--- src/rtl/uart_pkg.sv ---
// Shared definitions for the UART transmit arbiter: FSM encoding and byte width.
package uart_pkg;

   localparam int BYTE_W = 8;

   typedef enum logic [1:0] {
      ST_IDLE  = 2'd0,
      ST_GUARD = 2'd1,
      ST_WAIT  = 2'd2
   } arb_state_t;

endpackage

--- src/rtl/rr_pick.sv ---
// Masked priority encoder: first set req bit scanning upward from ptr, with wrap-around.
module rr_pick #(
   parameter int NREQ = 4,
   parameter int IDW  = 2
) (
   input  logic [NREQ-1:0] req,
   input  logic [IDW-1:0]  ptr,
   output logic [IDW-1:0]  sel,
   output logic            found
);

   function automatic logic [IDW-1:0] wrap_add(input logic [IDW-1:0] base, input int ofs);
      int sum;
      sum = int'(base) + ofs;
      if (sum >= NREQ) sum = sum - NREQ;
      return IDW'(sum);
   endfunction

   // Scan from the farthest offset down so the nearest hit is the one that sticks.
   always_comb begin
      sel   = '0;
      found = 1'b0;
      for (int k = NREQ - 1; k >= 0; k--) begin
         if (req[wrap_add(ptr, k)]) begin
            sel   = wrap_add(ptr, k);
            found = 1'b1;
         end
      end
   end

endmodule

--- src/rtl/uart_tx_arbiter.sv ---
// Round-robin arbiter sharing one UartTx among NREQ byte requesters.
// Build option: UART_ARB_STRICT_PRIO_EN selects fixed lowest-index-wins priority.
module uart_tx_arbiter
   import uart_pkg::*;
#(
   parameter int NREQ = 4,
   parameter int IDW  = 2
) (
   input  logic                   CLK,
   input  logic                   RST_X,
   input  logic [NREQ-1:0]        req,
   input  logic [BYTE_W*NREQ-1:0] req_data,
   output logic [NREQ-1:0]        ack,
   output logic                   tx_we,
   output logic [BYTE_W-1:0]      tx_data,
   input  logic                   tx_ready,
   output logic                   busy,
   output logic [IDW-1:0]         gnt_id
);

   arb_state_t          state, state_nxt;
   logic [IDW-1:0]      ptr, ptr_nxt;
   logic [NREQ-1:0]     ack_nxt;
   logic                we_nxt;
   logic [BYTE_W-1:0]   data_nxt;
   logic                busy_nxt;
   logic [IDW-1:0]      gnt_nxt;
   logic [IDW-1:0]      sel;
   logic                found;

   rr_pick #(.NREQ(NREQ), .IDW(IDW)) u_pick (
      .req   (req),
      .ptr   (ptr),
      .sel   (sel),
      .found (found)
   );

   always_ff @(posedge CLK or negedge RST_X) begin
      if (!RST_X) begin
         state   <= ST_IDLE;
         ptr     <= '0;
         ack     <= '0;
         tx_we   <= 1'b0;
         tx_data <= '0;
         busy    <= 1'b0;
         gnt_id  <= '0;
      end else begin
         state   <= state_nxt;
         ptr     <= ptr_nxt;
         ack     <= ack_nxt;
         tx_we   <= we_nxt;
         tx_data <= data_nxt;
         busy    <= busy_nxt;
         gnt_id  <= gnt_nxt;
      end
   end

   always_comb begin
      state_nxt = state;
      ptr_nxt   = ptr;
      ack_nxt   = '0;
      we_nxt    = 1'b0;
      data_nxt  = tx_data;
      busy_nxt  = busy;
      gnt_nxt   = gnt_id;
      case (state)
         ST_IDLE: begin
            if (tx_ready && found) begin
               we_nxt       = 1'b1;
               data_nxt     = req_data[int'(sel)*BYTE_W +: BYTE_W];
               ack_nxt[sel] = 1'b1;
               gnt_nxt      = sel;
               busy_nxt     = 1'b1;
`ifdef UART_ARB_STRICT_PRIO_EN
               ptr_nxt      = '0;
`else
               ptr_nxt      = (int'(sel) == NREQ - 1) ? '0 : sel + 1'b1;
`endif
               state_nxt    = ST_GUARD;
            end
         end
         // UartTx still shows ready in this cycle; it drops one cycle after taking we.
         ST_GUARD: state_nxt = ST_WAIT;
         ST_WAIT: begin
            if (tx_ready) begin
               busy_nxt  = 1'b0;
               state_nxt = ST_IDLE;
            end
         end
         default: state_nxt = ST_IDLE;
      endcase
   end

endmodule
--- config.mk ---
export PLATFORM = sky130hd
export DESIGN_NAME = uart_tx_arbiter
export DESIGN_NICKNAME = d
export VERILOG_FILES = /design/src/rtl/uart_pkg.sv /design/src/rtl/rr_pick.sv /design/src/rtl/uart_tx_arbiter.sv
export SDC_FILE = /design/constraint.sdc
export NUM_CORES = 1
export LEC_CHECK = 0
export ABC_AREA = 1
export CAP_MARGIN = 5
export CORE_MARGIN = 1
export CORE_UTILIZATION = 30
export DETAILED_ROUTE_END_ITERATION = 16
export PLACE_DENSITY = 0.55
export SLEW_MARGIN = 20
export SYNTH_ARGS = -nofsm -noshare
export SYNTH_HDL_FRONTEND = slang
export SYNTH_SLANG_ARGS = --single-unit
--- constraint.sdc ---
create_clock -name CLK -period 4.3 [get_ports CLK]
set_clock_uncertainty 0.1 [all_clocks]
set_input_delay 1.29 -clock CLK [delete_from_list [all_inputs] [get_ports CLK]]
set_output_delay 1.29 -clock CLK [all_outputs]
set_load 0.01 [all_outputs]
* After elaboration in Yosys (flattened, before gate mapping) *
Index checks and enable logic that the tools add are counted.

storage, ports and cells
  register bits after elaboration = 20
  input port bits = 39
  output and inout bits = 16
  word-level logic and storage cells = 71

cells by class
  add/sub/neg operators = 8
  order comparisons = 10
  equality and inequality tests = 5
  shifts and indexed selects = 1
  muxes and demuxes = 33
  reductions and logical operators = 7

operators with widths
  operator             count
  $shiftx 32x6->8      1
  $mux 2               11
  $lt 2x3->1 const B   5
  $mux 1               13
  $ge 3x3->1 const B   3
  $bmux 1 s2           4
  $mux 4               2
  $sub 2x1->2 const B  4
  $add 2x2->3 const B  2
  $pmux 2 s3           1
  $eq 2x1->1 const B   2
  $ne 2x2->1 const B   2
  $reduce_and 2->1     2
  $add 2x1->3 const B  1
  $ge 2x3->1 const B   1
  $reduce_and 3->1     1
  $add 2x1->2 const B  1
  $demux 1 s2          1
  $eq 2x2->1 const B   1
  $ge 2x1->1 const B   1
  $logic_and 1x1->1    2
  $logic_not 2->1      1
  $pmux 1 s2           1
  $reduce_bool 2->1    1

* Depth between registers and ports, before layout *
Gate-level depths: netlist of run 1.

  word-level depth = 15
  gate-level depth with buffers = 15
  mapped depth without buffers = 13

* Cells and area by module *
Synthesis of run 1 repeated with hierarchy kept, for this count alone.

unflattened totals
  cell total of the unflattened synthesis = 202
  area, all modules = 1366.3 um^2

modules (own cells, without submodules)
  module           instances  cells an instance  area each (um^2)  sequential area each (um^2)
  uart_tx_arbiter  1          158                1151.1            500.5
  rr_pick          1          44                 215.2             0.0

* Least setup slack after synthesis of run 1 *
No wires, ideal clock.

  path kind = in2reg
  start = input port req[3]
  end = register ptr[1]
  library setup time = 0.121 ns
  data arrival time = 2.439 ns
  required time = 4.079 ns
  path slack = 1.639 ns
  stages = 13
  buffers on the path = 1
  cells stage by stage = inv_1 > nand2_1 > nand3_2 > nand2_2 > nand3_4 > nand2_4 > nand2_4 > nand2_4 > buf_8 > inv_2 > ha_1 > nand2_1 > o21ai_1

between the ends
  longest elaborated chain between the ends = 8
  elaborated cells between the ends (all ways) = 21
  classes of those cells = add/sub: 1; eq/ne: 1; mux: 17; reduce/logical: 2

ends and longest elaborated chain
  what                                                   RTL line               text
  from (decl)                                            uart_tx_arbiter.sv:11  input logic [NREQ-1:0] req,
  $bmux 1 s2                                             rr_pick.sv:24          if (req[wrap_add(ptr, k)]) begin
  $mux 1 (implied by the code)                           rr_pick.sv:24
  $mux 2 / $mux 1 (equally long branches) (4 in series)  rr_pick.sv:24
  $add 2x1->2 (tied with other cells)                    uart_tx_arbiter.sv:77  ptr_nxt = (int'(sel) == NREQ - 1) ? '0 : sel + 1'b1;
  $mux 2 / $reduce_and 2->1 (equally long branches)      -
  to (signal assigned)                                   uart_tx_arbiter.sv:49  ptr <= ptr_nxt;
  to (decl)                                              uart_tx_arbiter.sv:22  logic [IDW-1:0] ptr, ptr_nxt;

Several ways; a longest one is shown, not always the timed one. The select of a mux whose other input is x is not followed.
A chain may end at the register's enable or synchronous reset.

* Worst setup path in the final report of run 1 *
  start = input port req[1]
  end = register ptr[1]

The elaborated chain is that of the path after synthesis.

==> results of run 1 <==
[cells in the final DEF, fill, tap and decap left out, drive strengths merged]
cell type	instances
nor3	1
clkbuf	3
clkdlybuf4s50	54
inv	48
nand2	79
nand3	53
nor2	8
ha	2
o21ai	4
dfrtp	20
[worst min path at each step]
stage          startpoint  slack (ns)          to
3_3_place_gp   tx_data[3]        0.37  tx_data[3]
2_1_floorplan    state[1]        0.38    state[1]
5_1_grt         gnt_id[0]        0.40   gnt_id[0]
3_5_place_dp         busy        0.37        busy
6_report             busy        0.38        busy
4_1_cts              busy        0.39        busy
[routing by layer]
metal,up-vias,part of all wire (%)
met5,-,0
met4,0,0.69
met3,2,4.8
met2,44,41
met1,593,54
li1,778,-
[tightest hold or removal path, stage by stage, from the launching register on]
cell     delay, ns
dfrtp_1       0.34
nand2_1       0.05
nand2_1       0.05
[sequential cells by signal (all words and copies together), names as in the netlist]
name / flops
ack: 4
busy: 1
tx_data: 8
gnt_id: 2
tx_we: 1
ptr: 2
state: 2
[kinds of logic after synthesis]
| kind of cell | Yosys count |
|---|---|
| AND/OR/NAND/NOR | 141 |
| buffers and inverters | 55 |
| flip-flops | 20 |
| AO/OA/AOI/OAI | 4 |
| adder cells (fa/ha/maj) | 2 |
[cells in the mapped netlist, types with 2 or more instances]
cell and instances:
nand2_1 56, nand3_1 49, inv_1 43, dfrtp_1 20, nand2_2 20, nor2_1 7
buf_6 4, inv_2 4, nand2_4 3, o21ai_0 3, buf_2 2, ha_1 2
nand3_2 2, nand3_4 2
[power groups by stage]
stage               Sequential (mW)  Combinational [mW]  Clock [mW]
global route                  0.347                1.26       0.127
global placement              0.343                1.11           0
CTS                           0.337                1.12       0.120
finish                        0.335                1.11       0.115
floorplan                     0.349               0.853           0
detailed placement            0.340                1.11           0
[area by class of cell]
cell class	instances	area share (%)
Clock buffer	3	1.96
Multi-Input combinational cell	147	35.7
Sequential cell	20	23.8
Timing Repair Buffer	54	25.7
Tap cell	67	3.98
Inverter	48	8.91
[per-stage QoR]
step | total power, mW | instances | area [µm²] | worst slack, ns | hold slack [ns]
global placement | 1.46 | 336 | 2060 | 0.964 | 0.367
floorplan | 1.20 | 222 | 1510 | 1.64 | 0.381
global route | 1.74 | 339 | 2110 | 1.04 | 0.403
finish | 1.56 | 339 | 2110 | 1.20 | 0.379
CTS | 1.57 | 339 | 2110 | 1.21 | 0.385
detailed placement | 1.45 | 336 | 2060 | 0.944 | 0.368
==> flow_summary.ini, run 1 <==
[status]
outcome = finished, final reports clean

[synth]
synthSimpleGateAreaFrac_pct = 46.8
yosysWarnings = 0
async_reset_ff_share_pct = 100
synth_adder_area_share_pct = 1.66
syn_inst = 222
synthMuxAreaShare_pct = 0
yosys.area.top_type = dfrtp_1
synth_top_cells_by_area = dfrtp_1 33%, nand3_1 16%, nand2_1 14%, inv_1 11%, nand2_2 8.3%
synth_top_family_by_area = simple AND/OR/NAND/NOR gates
synth_xor_area_share_pct = 0
netlist.area_leader.share_pct = 33.1
synth_seq_cells = 20
synth_compound_area_share_pct = 1.33
synth_edf_count = 0
syn_nets = 263
syn_area_um2 = 1510
synth_cell_types = 19
seq_area_frac_synth_pct = 33.1
synth-main-ff-cell = dfrtp_1
syn_avg_cell_area_um2 = 6.80

[cells_and_area]
nets = 315
multi_input_area_um2 = 752
fillers = 517
antennaDiodeCount = 0
seq_area_um2 = 500
syn_to_final_growth_pct = 39.4
finalCoreUtilization_pct = 44.0
drive_gt1_share_pct = 13.2

[route]
drt-wirelength-per-cell_um = 10.2
drc_errors = 0
drt_wl_total_um = 3470
routed-via-count = 1417
viasPerCell = 4.18
ant_nets = 0
detail_route.first_pass.iterations = 4
drt_iter0_markers = 46

[grt]
grt-busiest-layer = met1
grt_pass1_wl_um = 6070
grt_usage_pct = 14.6
antenna_found_initial = 0
grt_max_degree = 21
use_met2_pct = 20.5
grt_pass1_vias = 1284
use_met3_pct = 1.66
overflow = 0
grt_util_met1_pct = 23.0

[worst_setup_path]
path_buf_inv = 3
critPathKind = input port to flip-flop
cp_top_family = simple AND/OR/NAND/NOR gates
crit_slowest_cell = clkdlybuf4s50_1
r2r-start = ptr[0]
crit_chain = clkdlybuf4s50_1, inv_1, nand2_1, nand3_1, nand2_2, nand3_4, nand2_4, nand2_4, nand2_4, inv_2, ha_1, nand2_1, o21ai_1
crit_fanout = 17
r2r_slack_ns = 2.07
critPathCaptureType = flip-flop
slowest_delay_ns = 0.49
crit_required_ns = 4.34
cp-startpoint = req[1]
r2r-end = ptr[1]
startpoint_type = input port
cp-endpoint = ptr[1]
cp.depth = 13
cp_common_cell = nand2_4
r2r_cells = 12
crit_arrival_ns = 3.14

[floorplanning]
start_util_pct = 31.6
die_w_um = 73.0
core-area_um2 = 4790
ios = 55
rows = 25
die-area_um2 = 5320
die_h_um = 73.0

[clocking]
clockBufferDepth = 2
clock_sinks = 20
cts_root_buf = clkbuf_8
cts_max_level = 1
hold_buffers = 0
cts_made_buffers = 3
clkTransAtPathRegs_ns = 0.06
cts_resized = 0
cts_tree = yes
clock_latency_ns = 0.25
cts_setup_buffers = 0

[sta]
tns_ns = 0
worst_pin_slew_ns = 0.878
report.final.slew_viol_count = 0
grt_setup_unrepaired = no
fin_crit_sh_pct = 72.1
period_needed_ns = 3.10
final-hold-violation-count = 0
max_slew_margin_pct = 41.3
max_freq_mhz = 322
setup_violations = 0

[place]
dp_hpwl_um = 2700
gp_congestion = 0.919
io_buffer_count = 54

[power]
clockPowerShare_pct = 7.4
leakagePower_nw = 1.13
p_per_area_nw_per_um2 = 741
switching_share_pct = 51.3
p_seq_share_pct = 21.5
intPower_mw = 0.760
p_sw_mw = 0.800
comb_power_share_pct = 71.2
ir_drop_v = 0.000303

[flow_run]
drv_cap = 0

[hold_path]
holdPathStages = 2
hold_class = flip-flop to flip-flop
No activity file was read; power rests on OpenSTA's default activity.
==> inputs of run 2 (changes only) <==
Clock period 4.3 ns to 3 ns, I/O delays scaled along.
==> flow_summary.ini, run 2 (synthesis results as in run 1) <==
[cells_and_area]
antennaDiodeCount = 0
final_cell_mix = 56 x nand2_1, 54 x clkdlybuf4s50_1, 49 x nand3_1
syn_to_final_growth_pct = 42.8
drive_gt1_share_pct = 15.1
largest_reg_flops = 8
largestRegisters = tx_data x8, ack x4
regMostFlops = tx_data
final_common_cell = nand2_1
nets = 320

[floorplanning]
ios = 55
rows = 25
die_h_um = 73.0
core-area_um2 = 4790
die_w_um = 73.0
die-area_um2 = 5320
start_util_pct = 31.6

[worst_setup_path]
crit_slowest_cell = clkdlybuf4s50_1
critPathCaptureType = flip-flop
r2r_slack_ns = 0.92
startpoint_type = input port
r2r-end = ptr[1]
path_buf_inv = 3
cp_top_family = simple AND/OR/NAND/NOR gates
crit_chain = clkdlybuf4s50_1, inv_1, nand2_1, nand3_1, nand2_2, nand3_4, nand2_4, nand2_4, nand2_4, inv_2, ha_1, nand2_1, o21ai_1
r2r_cells = 12
crit_required_ns = 3.05
slowest_delay_ns = 0.49
crit_arrival_ns = 2.60
crit_fanout = 11
r2r-start = ptr[0]
critPathKind = input port to flip-flop
cp_common_cell = nand2_4

[clocking]
cts_made_buffers = 3
cts_max_level = 1
cts_setup_buffers = 0
hold_buffers = 0
clock_latency_ns = 0.25
cts_root_buf = clkbuf_8
cts_resized = 0
clkTransAtPathRegs_ns = 0.07
cts_tree = yes
clock_sinks = 20
clockBufferDepth = 2

[power]
leakagePower_nw = 1.16
p_total_mw = 2.34
p_per_area_nw_per_um2 = 1090
ir_drop_v = 0.000404

[route]
detail_route.first_pass.iterations = 4
drc_errors = 0
drt_iter0_markers = 31
drt-wirelength-per-cell_um = 10.1
drt_wl_total_um = 3490
routed-via-count = 1470
ant_nets = 0
viasPerCell = 4.26

[grt]
antenna_found_initial = 0
grt_pass1_vias = 1402
grt_pass1_wl_um = 6260
overflow = 0
grt_usage_pct = 14.9
grt_max_degree = 21

[sta]
max_slew_margin_pct = 71.7
grt_setup_unrepaired = no
setup_violations = 0
report.final.slew_viol_count = 0
max_freq_mhz = 392
final-hold-violation-count = 0
fin_crit_sh_pct = 85.1
setup_ws_ns = 0.448
worst_pin_slew_ns = 0.424
period_needed_ns = 2.55
tns_ns = 0

[hold_path]
hold_class = flip-flop to flip-flop
holdPathStages = 2
whs_endpoint = tx_data[1]
hp-start = tx_data[1]

[place]
pre_cts_slack_ns = 0.181
io_buffer_count = 54
gp_congestion = 0.877
dp_hpwl_um = 2780

[flow_run]
drv_cap = 0

[status]
outcome = finished, final reports clean
==> run 2: cell count changes in the layout (fill, tap and decap cells not counted), sizes merged <==
cell / before / now
buf: 0 / 5
clkbuf: 3 / 4
==> run 2: routing by layer <==
layer / vias to the layer above / part of all wire, % / GRT usage [%]
met5: - / 0 / 0
met1: 647 / 52 / 21.3
met4: 0 / 0.89 / 5.23
met2: 37 / 44 / 23.6
met3: 2 / 3.6 / 1.38
li1: 784 / - / -
==> run 2: tightest hold or removal path, delay by kind of cell, from the launching register on <==
| kind | cells | cell delay [ns] |
|---|---|---|
| DFF | 1 | 0.35 |
| and+or+nand+nor | 2 | 0.10 |
==> run 2: worst max-delay path by stage <==
stage,cells after the start,end,slack (ns),startpoint
6_report,13,ptr[1],0.45,req[1]
3_5_place_dp,13,ptr[1],0.18,req[1]
4_1_cts,13,ptr[1],0.45,req[3]
2_1_floorplan,13,ptr[1],0.73,req[3]
3_3_place_gp,13,ptr[1],0.22,req[1]
5_1_grt,13,tx_data[2],0.27,req[1]
==> run 2: per-stage QoR <==
step / cells / area (µm²) / hold slack, ns / utilization (%)
2_1_floorplan: 222 / 1510 / 0.381 / -
3_3_place_gp: 341 / 2100 / 0.365 / 43.9
3_5_place_dp: 341 / 2100 / 0.370 / 43.9
4_1_cts: 345 / 2160 / 0.389 / 45.1
5_1_grt: 345 / 2160 / 0.405 / 45.1
6_report: 345 / 2160 / 0.383 / 45.1
==> run 2: layout make-up <==
cell class	instances	area [µm²]
Clock buffer	4	55.1
Tap cell	67	83.8
Multi-Input combinational cell	147	752
Sequential cell	20	500
Inverter	48	188
Timing Repair Buffer	59	578
Fill cell	519	2630
==> run 2: report_power, final <==
part	internal [mW]	total, mW	switching [mW]
combinational	0.663	1.66	1.00
sequential	0.392	0.479	0.0871
clock	0.117	0.201	0.0841
==> inputs of run 3 (changes only) <==
Settings changed: CAP_MARGIN 5 to default.
Clock period 3 ns to 2.5 ns, I/O delays scaled along.
==> flow_summary.ini, run 3 (synthesis results as in run 1) <==
[sta]
max_freq_mhz = 427
max_slew_margin_pct = 71.5
fin_crit_sh_pct = 93.6
period_needed_ns = 2.34
final-hold-violation-count = 0
worst_pin_slew_ns = 0.428
report.final.slew_viol_count = 0
tns_ns = 0
grt_setup_unrepaired = no
hold_slack_ns = 0.387
setup_violations = 0

[worst_setup_path]
r2r_slack_ns = 0.49
crit_fanout = 3
crit_required_ns = 2.53
r2r-end = ptr[1]
r2r_cells = 10
critPathCaptureType = flip-flop
cp-startpoint = req[1]
critPathKind = input port to flip-flop
cp-endpoint = ptr[1]
startpoint_type = input port
crit_arrival_ns = 2.38
r2r-start = ptr[0]

[route]
wl_met1_um = 1850
dr.max_layer_used = met4
drt_wl_total_um = 3620
routed-via-count = 1493
wl_met3_um = 155
drt-wirelength-per-cell_um = 10.2
wl_met2_um = 1580
drc_errors = 0
ant_nets = 0
drt_iter0_markers = 74
detail_route.first_pass.iterations = 4
viasPerCell = 4.23

[cells_and_area]
regMostFlops = tx_data
seq_area_um2 = 500
fin_cells = 353
fillers = 498
syn_to_final_growth_pct = 48.9
final_common_cell = nand2_1
largestRegisters = tx_data x8, ack x4
largest_reg_flops = 8
multi_input_area_um2 = 752
nets = 329
antennaDiodeCount = 0
drive_gt1_share_pct = 17.5
final_cell_mix = 56 x nand2_1, 54 x clkdlybuf4s50_1, 49 x nand3_1

[status]
outcome = finished, final reports clean

[clocking]
cts_resized = 0
cts_setup_buffers = 0
clock_sinks = 20
cts_tree = yes
clockBufferDepth = 2
hold_buffers = 0
clock_latency_ns = 0.25
cts_root_buf = clkbuf_8
cts_made_buffers = 3
clkTransAtPathRegs_ns = 0.07
cts_max_level = 1

[grt]
antenna_found_initial = 0
grt_pass1_vias = 1363
overflow = 0
grt_max_degree = 21
grt_usage_pct = 14.8
grt_pass1_wl_um = 6110

[floorplanning]
die-area_um2 = 5320
rows = 25
core-area_um2 = 4790
die_w_um = 73.0
ios = 55
die_h_um = 73.0
start_util_pct = 31.6

[power]
p_per_area_nw_per_um2 = 1370
ir_drop_v = 0.000564
switching_share_pct = 47.4
clockPowerShare_pct = 6.6
p_total_mw = 3.08
comb_power_share_pct = 74.7
p_sw_mw = 1.46
intPower_mw = 1.62
leakagePower_nw = 1.21
p_seq_share_pct = 18.7

[place]
dp_hpwl_um = 2940
io_buffer_count = 54
gp_congestion = 0.910
placed_cells = 350

[flow_run]
drv_cap = 0

[hold_path]
hold_class = flip-flop to flip-flop
run 3: cell count changes in the layout (fill, tap and decap cells not counted), sizes merged:
cell / previous run / this run
clkbuf: 4 / 3
buf: 5 / 14
run 3: cell type report:
| cell class | count | area share, % |
|---|---|---|
| clock buffer | 3 | 1.84 |
| inverter | 48 | 8.35 |
| multi-input combinational | 147 | 33.4 |
| sequential | 20 | 22.3 |
| tap | 67 | 3.73 |
| timing repair buffer | 68 | 30.4 |
run 3: routing by layer:
metal,up-vias,GRT usage (%)
met3,2,1.66
met4,0,5.01
met5,-,0
li1,808,-
met1,638,22.5
met2,45,21.5
run 3: power groups by stage:
| stage | combinational, mW | sequential, mW | clock (mW) |
|---|---|---|---|
| after floorplan | 1.47 | 0.601 | 0 |
| after global placement | 2.31 | 0.586 | 0 |
| after detailed placement | 2.31 | 0.582 | 0 |
| after CTS | 2.32 | 0.578 | 0.208 |
| after global routing | 2.57 | 0.598 | 0.227 |
| final | 2.30 | 0.578 | 0.202 |
run 3: worst min path at each step:
| stage | from | to | slack, ns | depth (start not counted) |
|---|---|---|---|---|
| 2_1_floorplan | RST_X | ack[0] | 0.35 | 0 |
| 3_3_place_gp | gnt_id[0] | gnt_id[0] | 0.37 | 2 |
| 3_5_place_dp | tx_data[3] | tx_data[3] | 0.37 | 2 |
| 4_1_cts | tx_data[3] | tx_data[3] | 0.39 | 2 |
| 5_1_grt | tx_data[0] | tx_data[0] | 0.41 | 2 |
| 6_report | tx_data[3] | tx_data[3] | 0.39 | 2 |
run 3: worst max-delay path: stages:
cell and delay, ns:
clkdlybuf4s50_1 0.49, inv_1 0.05, nand2_1 0.07, nand3_1 0.13, nand2_2 0.13, nand3_4 0.10, nand2_4 0.08, nand2_4 0.06
nand2_4 0.08, inv_2 0.04, ha_1 0.28, nand2_1 0.06, o21ai_1 0.06
run 3: per-stage QoR:
step                setup WS, ns  area (µm²)  util [%]
global placement          -0.103        2210      46.1
CTS                        0.174        2250      47.0
floorplan                  0.379        1510         -
global route              0.0105        2250      47.0
detailed placement       -0.0929        2210      46.1
finish                     0.159        2250      47.0
